[src/rtl/fetch_pkg.sv]
// fetch_pkg: shared types and constants for the fetch stage.
// Holds the NOP encoding, FSM states and the IF/ID bundle.
package fetch_pkg;

    localparam logic [31:0] NOP_INST = 32'h0000_0013;

    typedef enum logic [1:0] {
        S_ISSUE = 2'd0,
        S_WAIT  = 2'd1,
        S_DROP  = 2'd2
    } fetch_state_e;

    typedef struct packed {
        logic [31:0] inst;
        logic [31:0] pc;
        logic [31:0] pc4;
        logic        valid;
    } ifid_t;

    localparam ifid_t IFID_BUBBLE = '{
        inst:  NOP_INST,
        pc:    32'h0,
        pc4:   32'h0,
        valid: 1'b0
    };

    // Build a valid IF/ID entry; pc4 wraps modulo 2^32.
    function automatic ifid_t make_ifid(
        input logic [31:0] inst,
        input logic [31:0] pc
    );
        make_ifid = '{
            inst:  inst,
            pc:    pc,
            pc4:   pc + 32'd4,
            valid: 1'b1
        };
    endfunction

endpackage

[src/rtl/fetch_ff_FD.sv]
// fetch_ff_FD: IF/ID pipeline register.
// Flush beats stall; a stalled register keeps its contents.
module fetch_ff_FD
    import fetch_pkg::*;
(
    input  logic  i_clk,
    input  logic  i_rst_n,
    input  logic  i_stall,
    input  logic  i_flush,
    input  ifid_t i_d,
    output ifid_t o_q
);

    ifid_t r_q;

    // IF/ID register: flush loads a bubble, stall holds, else load.
    always_ff @(posedge i_clk or negedge i_rst_n) begin
        if (!i_rst_n) begin
            r_q <= IFID_BUBBLE;
        end else if (i_flush) begin
            r_q <= IFID_BUBBLE;
        end else if (!i_stall) begin
            r_q <= i_d;
        end
    end

    assign o_q = r_q;

endmodule

[src/rtl/fetch_stage.sv]
// fetch_stage: PC, one-outstanding imem fetch FSM, hold buffer, IF/ID.
// Define FETCH_PERF_CNT_EN to add the o_bubble_cnt output.
module fetch_stage
    import fetch_pkg::*;
#(
    parameter logic [31:0] RESET_PC = 32'h0000_0000
) (
    input  logic        i_clk,
    input  logic        i_rst_n,
    input  logic        i_stall,
    input  logic        i_flush,
    input  logic        i_redirect,
    input  logic [31:0] i_redirect_pc,
    output logic        o_imem_req,
    output logic [31:0] o_imem_addr,
    input  logic        i_imem_rvalid,
    input  logic [31:0] i_imem_rdata,
    output logic [31:0] o_instD,
    output logic [31:0] o_pcD,
    output logic [31:0] o_pc4D,
    output logic        o_validD,
`ifdef FETCH_PERF_CNT_EN
    output logic [31:0] o_bubble_cnt,
`endif
    output logic        o_fetch_busy
);

    fetch_state_e r_state;
    fetch_state_e w_state_nxt;
    logic [31:0]  r_pc;
    logic [31:0]  w_pc_nxt;
    logic [31:0]  w_pc_inc;
    logic [31:0]  w_addr;
    logic         w_req;
    logic         w_accept;
    logic         w_to_hold;
    logic         w_kill;
    logic         w_drain;
    logic         r_hold_valid;
    logic [31:0]  r_hold_inst;
    logic [31:0]  r_hold_pc;
    ifid_t        w_ifid_d;
    ifid_t        w_ifid_q;

    assign w_pc_inc = r_pc + 32'd4;
    assign w_kill   = i_flush | i_redirect;
    assign w_drain  = r_hold_valid & ~w_kill & ~i_stall;

    // State and PC registers.
    always_ff @(posedge i_clk or negedge i_rst_n) begin
        if (!i_rst_n) begin
            r_state <= S_ISSUE;
            r_pc    <= RESET_PC;
        end else begin
            r_state <= w_state_nxt;
            r_pc    <= w_pc_nxt;
        end
    end

    // Next state, next PC and request generation; redirect wins.
    always_comb begin
        w_state_nxt = r_state;
        w_pc_nxt    = r_pc;
        w_req       = 1'b0;
        w_addr      = r_pc;
        w_accept    = 1'b0;
        w_to_hold   = 1'b0;
        unique case (r_state)
            S_ISSUE: begin
                if (i_redirect) begin
                    w_pc_nxt = i_redirect_pc;
                end else if (!r_hold_valid) begin
                    w_req       = 1'b1;
                    w_state_nxt = S_WAIT;
                end
            end
            S_WAIT: begin
                if (i_redirect) begin
                    w_pc_nxt    = i_redirect_pc;
                    w_state_nxt = i_imem_rvalid ? S_ISSUE : S_DROP;
                end else if (i_imem_rvalid && !i_stall
                             && !r_hold_valid) begin
                    w_accept = 1'b1;
                    w_pc_nxt = w_pc_inc;
                    w_req    = 1'b1;
                    w_addr   = w_pc_inc;
                end else if (i_imem_rvalid) begin
                    w_to_hold   = 1'b1;
                    w_pc_nxt    = w_pc_inc;
                    w_state_nxt = S_ISSUE;
                end
            end
            S_DROP: begin
                if (i_redirect) begin
                    w_pc_nxt = i_redirect_pc;
                end
                if (i_imem_rvalid) begin
                    w_state_nxt = S_ISSUE;
                end
            end
            default: begin
                w_state_nxt = S_ISSUE;
            end
        endcase
    end

    // Hold buffer: parks a response that arrived during a stall.
    always_ff @(posedge i_clk or negedge i_rst_n) begin
        if (!i_rst_n) begin
            r_hold_valid <= 1'b0;
            r_hold_inst  <= 32'h0;
            r_hold_pc    <= 32'h0;
        end else if (i_redirect) begin
            r_hold_valid <= 1'b0;
        end else if (w_to_hold) begin
            r_hold_valid <= 1'b1;
            r_hold_inst  <= i_imem_rdata;
            r_hold_pc    <= r_pc;
        end else if (w_drain) begin
            r_hold_valid <= 1'b0;
        end
    end

    // IF/ID input select: hold entry, then fresh response, else bubble.
    always_comb begin
        w_ifid_d = IFID_BUBBLE;
        if (r_hold_valid) begin
            w_ifid_d = make_ifid(r_hold_inst, r_hold_pc);
        end else if (w_accept) begin
            w_ifid_d = make_ifid(i_imem_rdata, r_pc);
        end
    end

    fetch_ff_FD u_ff_fd (
        .i_clk   (i_clk),
        .i_rst_n (i_rst_n),
        .i_stall (i_stall),
        .i_flush (w_kill),
        .i_d     (w_ifid_d),
        .o_q     (w_ifid_q)
    );

    assign o_imem_req   = w_req & i_rst_n;
    assign o_imem_addr  = w_addr;
    assign o_instD      = w_ifid_q.inst;
    assign o_pcD        = w_ifid_q.pc;
    assign o_pc4D       = w_ifid_q.pc4;
    assign o_validD     = w_ifid_q.valid;
    assign o_fetch_busy = (r_state != S_ISSUE);

`ifdef FETCH_PERF_CNT_EN
    logic        w_bubble_evt;
    logic [31:0] r_bubble_cnt;

    assign w_bubble_evt = ~w_kill & ~i_stall
                        & ~r_hold_valid & ~w_accept;

    // Saturating count of plain bubbles loaded into IF/ID.
    always_ff @(posedge i_clk or negedge i_rst_n) begin
        if (!i_rst_n) begin
            r_bubble_cnt <= 32'h0;
        end else if (w_bubble_evt
                     && r_bubble_cnt != 32'hFFFF_FFFF) begin
            r_bubble_cnt <= r_bubble_cnt + 32'd1;
        end
    end

    assign o_bubble_cnt = r_bubble_cnt;
`endif

endmodule

[config.mk]
export PLATFORM = sky130hd
export DESIGN_NAME = fetch_stage
export DESIGN_NICKNAME = d
export VERILOG_FILES = /design/src/rtl/fetch_pkg.sv /design/src/rtl/fetch_ff_FD.sv /design/src/rtl/fetch_stage.sv
export SDC_FILE = /design/constraint.sdc
export NUM_CORES = 1
export LEC_CHECK = 0
export CAP_MARGIN = 10
export CORE_MARGIN = 2
export CORE_UTILIZATION = 47
export CTS_CLUSTER_SIZE = 40
export DETAILED_ROUTE_END_ITERATION = 8
export PLACE_DENSITY_LB_ADDON = 0.2
export RECOVER_POWER = 50
export SLEW_MARGIN = 25
export SYNTH_ARGS = -nofsm -noshare
export SYNTH_HDL_FRONTEND = slang
export SYNTH_SLANG_ARGS = --single-unit
[constraint.sdc]
create_clock -name i_clk -period 2.1 [get_ports i_clk]
set_input_delay 0.21 -clock i_clk [delete_from_list [all_inputs] [get_ports i_clk]]
set_output_delay 0.21 -clock i_clk [all_outputs]
set_load 0.02 [all_outputs]
==> reports/results.ini <==
[outcome]
status=finished, violations left
violations=negative setup slack

[yosys]
mappedNetlistArea_mm2=0.0103
syn_inst=1036
synth_seq_cells=194
synth.distinct_cells=54
avgSynthCellArea_um2=9.92
synth-compound-area-share_pct=13.6
synth_top_cell_area_share_pct=46.5
synthMuxAreaShare_pct=9.78
synth_xor_xnor_area_share_pct=6.82
synthTopCellsByCount=dfrtp_1, nand2_1, mux2_2
synth_edf_count=0
synth_most_common_cell=dfrtp_1
yosys_warnings=0
postSynthNetCount=1108
synth_top_family_by_area=simple AND/OR/NAND/NOR gates
synthFlopType=dfrtp_1
yosys.area.top_type=dfrtp_1
synth-simple-area-share_pct=17.4
yosys-top-cells-area=dfrtp_1, mux2_2, xnor2_1
yosysSeqAreaShare_pct=47.3
synthArstFlopShare_pct=100
synth_fa_ha_area_share_pct=0.244

[die]
die_w_um=152
pin_count=201
start_util_pct=47.5
die_h_um=152
core_mm2=0.0216
dieArea_mm2=0.0231
rows=54

[clock_network]
cts-buffers-inserted=17
cts_max_level=4
cts_tree=built
cts.sinks=194
clk_pin_slew_worst_paths_ns=0.08
clock_latency_ns=0.44
clockBufferDepth=2
cts_root_buf=clkbuf_16

[timing]
hold_viol=0
rsz0062_at_grt=yes
finalSetupViolations=49
relSlewSlack_pct=4.36
drv_slew=0
post-route-period-util_pct=114
fmax_mhz=419
skew_ns=0.0188
worst_pin_slew_ns=1.43
post-route-min-period_ns=2.39
finalWorstSetupSlack_ns=-0.287

[worst_setup_path]
arrival_ns=2.18
worstRegToRegCells=5
crit-reg2reg-launch=r_state[1]
reg2reg_to=r_hold_pc[12]
cp_max_fo=5
crit_path_start_kind=register
worstPathRequired_ns=1.89
cp_num_cells=8
path_buf_inv=3
crit_family=simple AND/OR/NAND/NOR gates
slowest_delay_ns=0.37
timing.reg2reg.setup_slack_ns=-0.20
worst-setup-path-type=reg2out
cp_slowest_cell=dfrtp_1
cpMostUsedCell=buf_4
cp-end-kind=output pin
crit_chain=ha_2 -> nand4_1 -> nor3_2 -> buf_4 -> and3_4 -> buf_6 -> xor2_1 -> buf_4

[pwr]
seq_power_share_pct=42.9
power_mw=11.7
peakVddDrop_uv=554
p_sw_share_pct=33.8
power.leakage_nw=6.40
p_sw_mw=3.95
p_int_mw=7.71
clockPowerShare_pct=27.5
p_per_area_mw_per_mm2=791
combPwrFrac_pct=29.6

[finish]
n_antenna_cell=0
fillCellCount=1725
syn_to_final_growth_pct=43.4
drive_above_1_share_pct=28.9
nets=1400
seq_area_mm2=0.00486
multiInputGateArea_mm2=0.00543
instances_no_fill=1620
final_util_pct=68.1

[global_route]
grt_pass1_vias=9330
antenna_found_initial=0
grt_max_degree=103
grt_pass1_wl_um=51100
grt_usage_pct=27.6
grt-ovfl-total=0

[route]
drtAntennaViolNets=0
drtIter0Drc=593
routed_via_density=5.80
drt_pass1_iterations=5
wl_per_cell_um=19.7
vias=9404
route.detailed.drc=0
routed_wl_um=31900

[worst_hold_path]
holdCritPathClass=in2reg
worstHoldStart=i_redirect_pc[3]
min_delay_path_depth=3
hold_end=r_pc[3]

[placed_design]
gp_congestion=0.914
pre_cts_slack_ns=-0.634
io_buffers=200
dp_hpwl_um=21300
dp.cells=1558

[job]
maxCapViolations=0

routing by layer:
metal / vias to the layer above / part of all wire, % / wire [um] / global-route usage [%]
met5: - / 0 / 0 / 0
met1: 4665 / 42 / 13500 / 37.7
met4: 0 / 2.2 / 688 / 7.61
met2: 369 / 49 / 15700 / 45.2
met3: 50 / 6.5 / 2070 / 5.33
li1: 4320 / - / - / -
layout by cell type, fill, tap and decap left out, types with 4 or more instances in the layout:
cell and count:
nand3_2 4, clkdlybuf4s50_1 140, a22oi_1 8, nand2_2 6
inv_1 9, nor3_1 55, and4_1 10, nand3_1 18
nand2_4 11, nor4_4 5, clkbuf_1 5, dfrtp_1 188
nand2_1 95, nand4_1 22, buf_12 12, o211ai_1 4
dlygate4sd3_1 28, a21oi_1 30, a221o_1 4, o22ai_1 15
nor2b_1 45, o31a_1 4, a221oi_1 42, o21ai_0 54
xor2_1 27, mux2i_1 25, o221ai_1 12, nor2_1 28
clkbuf_4 4, buf_4 167, nor2_4 8, xnor2_1 32
nor4_1 8, a2bb2oi_1 11, clkbuf_16 17, inv_8 5
and3_1 9, xnor2_2 17, buf_6 19, mux2_2 67
flip-flops by register name, indices dropped and copies added, names as in the netlist:
register and flops:
r_hold_inst 32, r_hold_pc 32, r_hold_valid 1, r_pc 32
r_state 2, u_ff_fd.o_q 95
worst reg2reg max path: stages (launching register included):
cell and delay, ns:
dfrtp_1 0.38, and4bb_4 0.38, buf_4 0.14, nor2b_1 0.43
buf_4 0.45, mux2_2 0.39
final cells by class:
cell class	count	share of cell area, %
Clock buffer	17	2.89
Clock inverter	14	0.977
Inverter	9	0.229
Multi-Input combinational cell	728	36.8
Sequential cell	194	33.0
Tap cell	280	2.38
Timing Repair Buffer	378	23.7
power groups by stage:
stage               clock network (mW)  registers (mW)  logic [mW]
floorplan                            0            4.89        1.99
global placement                     0            4.99        3.25
CTS                               3.27            4.97        3.39
finish                            3.21            5.00        3.45
global route                      3.42            5.08        3.71
detailed placement                   0            5.04        3.31
kinds of logic (layout without fill, tap and decap cells):
group | after synthesis | count (layout)
AND/OR/NAND/NOR | 350 | 350
buffers and inverters | 114 | 418
adder cells (fa/ha/maj) | 2 | 2
AO/OA/AOI/OAI | 204 | 204
flip-flops | 194 | 194
multiplexers | 92 | 92
XOR/XNOR | 80 | 80
worst max-delay path by stage:
stage          startpoint         endpoint  slack [ns]
6_report          r_pc[2]  o_imem_addr[20]       -0.29
4_1_cts          r_pc[12]  o_imem_addr[27]       -0.30
5_1_grt           r_pc[2]  o_imem_addr[16]       -0.40
3_3_place_gp   i_redirect  o_imem_addr[23]       -0.60
3_5_place_dp   i_redirect  o_imem_addr[23]       -0.63
2_1_floorplan  r_state[1]  o_imem_addr[13]       0.005
through the flow:
stage               hold slack [ns]  setup TNS [ns]  cell area (um^2)
finish                        0.345           -8.74             14700
global route                  0.341          -15.14             14700
floorplan                   -0.0856               0             10400
global placement              0.367          -19.52             13600
CTS                           0.333           -5.27             14600
detailed placement            0.364          -21.94             13600
timing repair:
action                                  CTS  global route
hold endpoints to repair                191             0
hold buffers                              1             0
cloned                                    1             0
resized for setup                       231            39
endpoints found under the setup margin   36            45
pin swaps                                28            22
buffers inserted                         19            12
No activity file was read; power rests on OpenSTA's default activity.
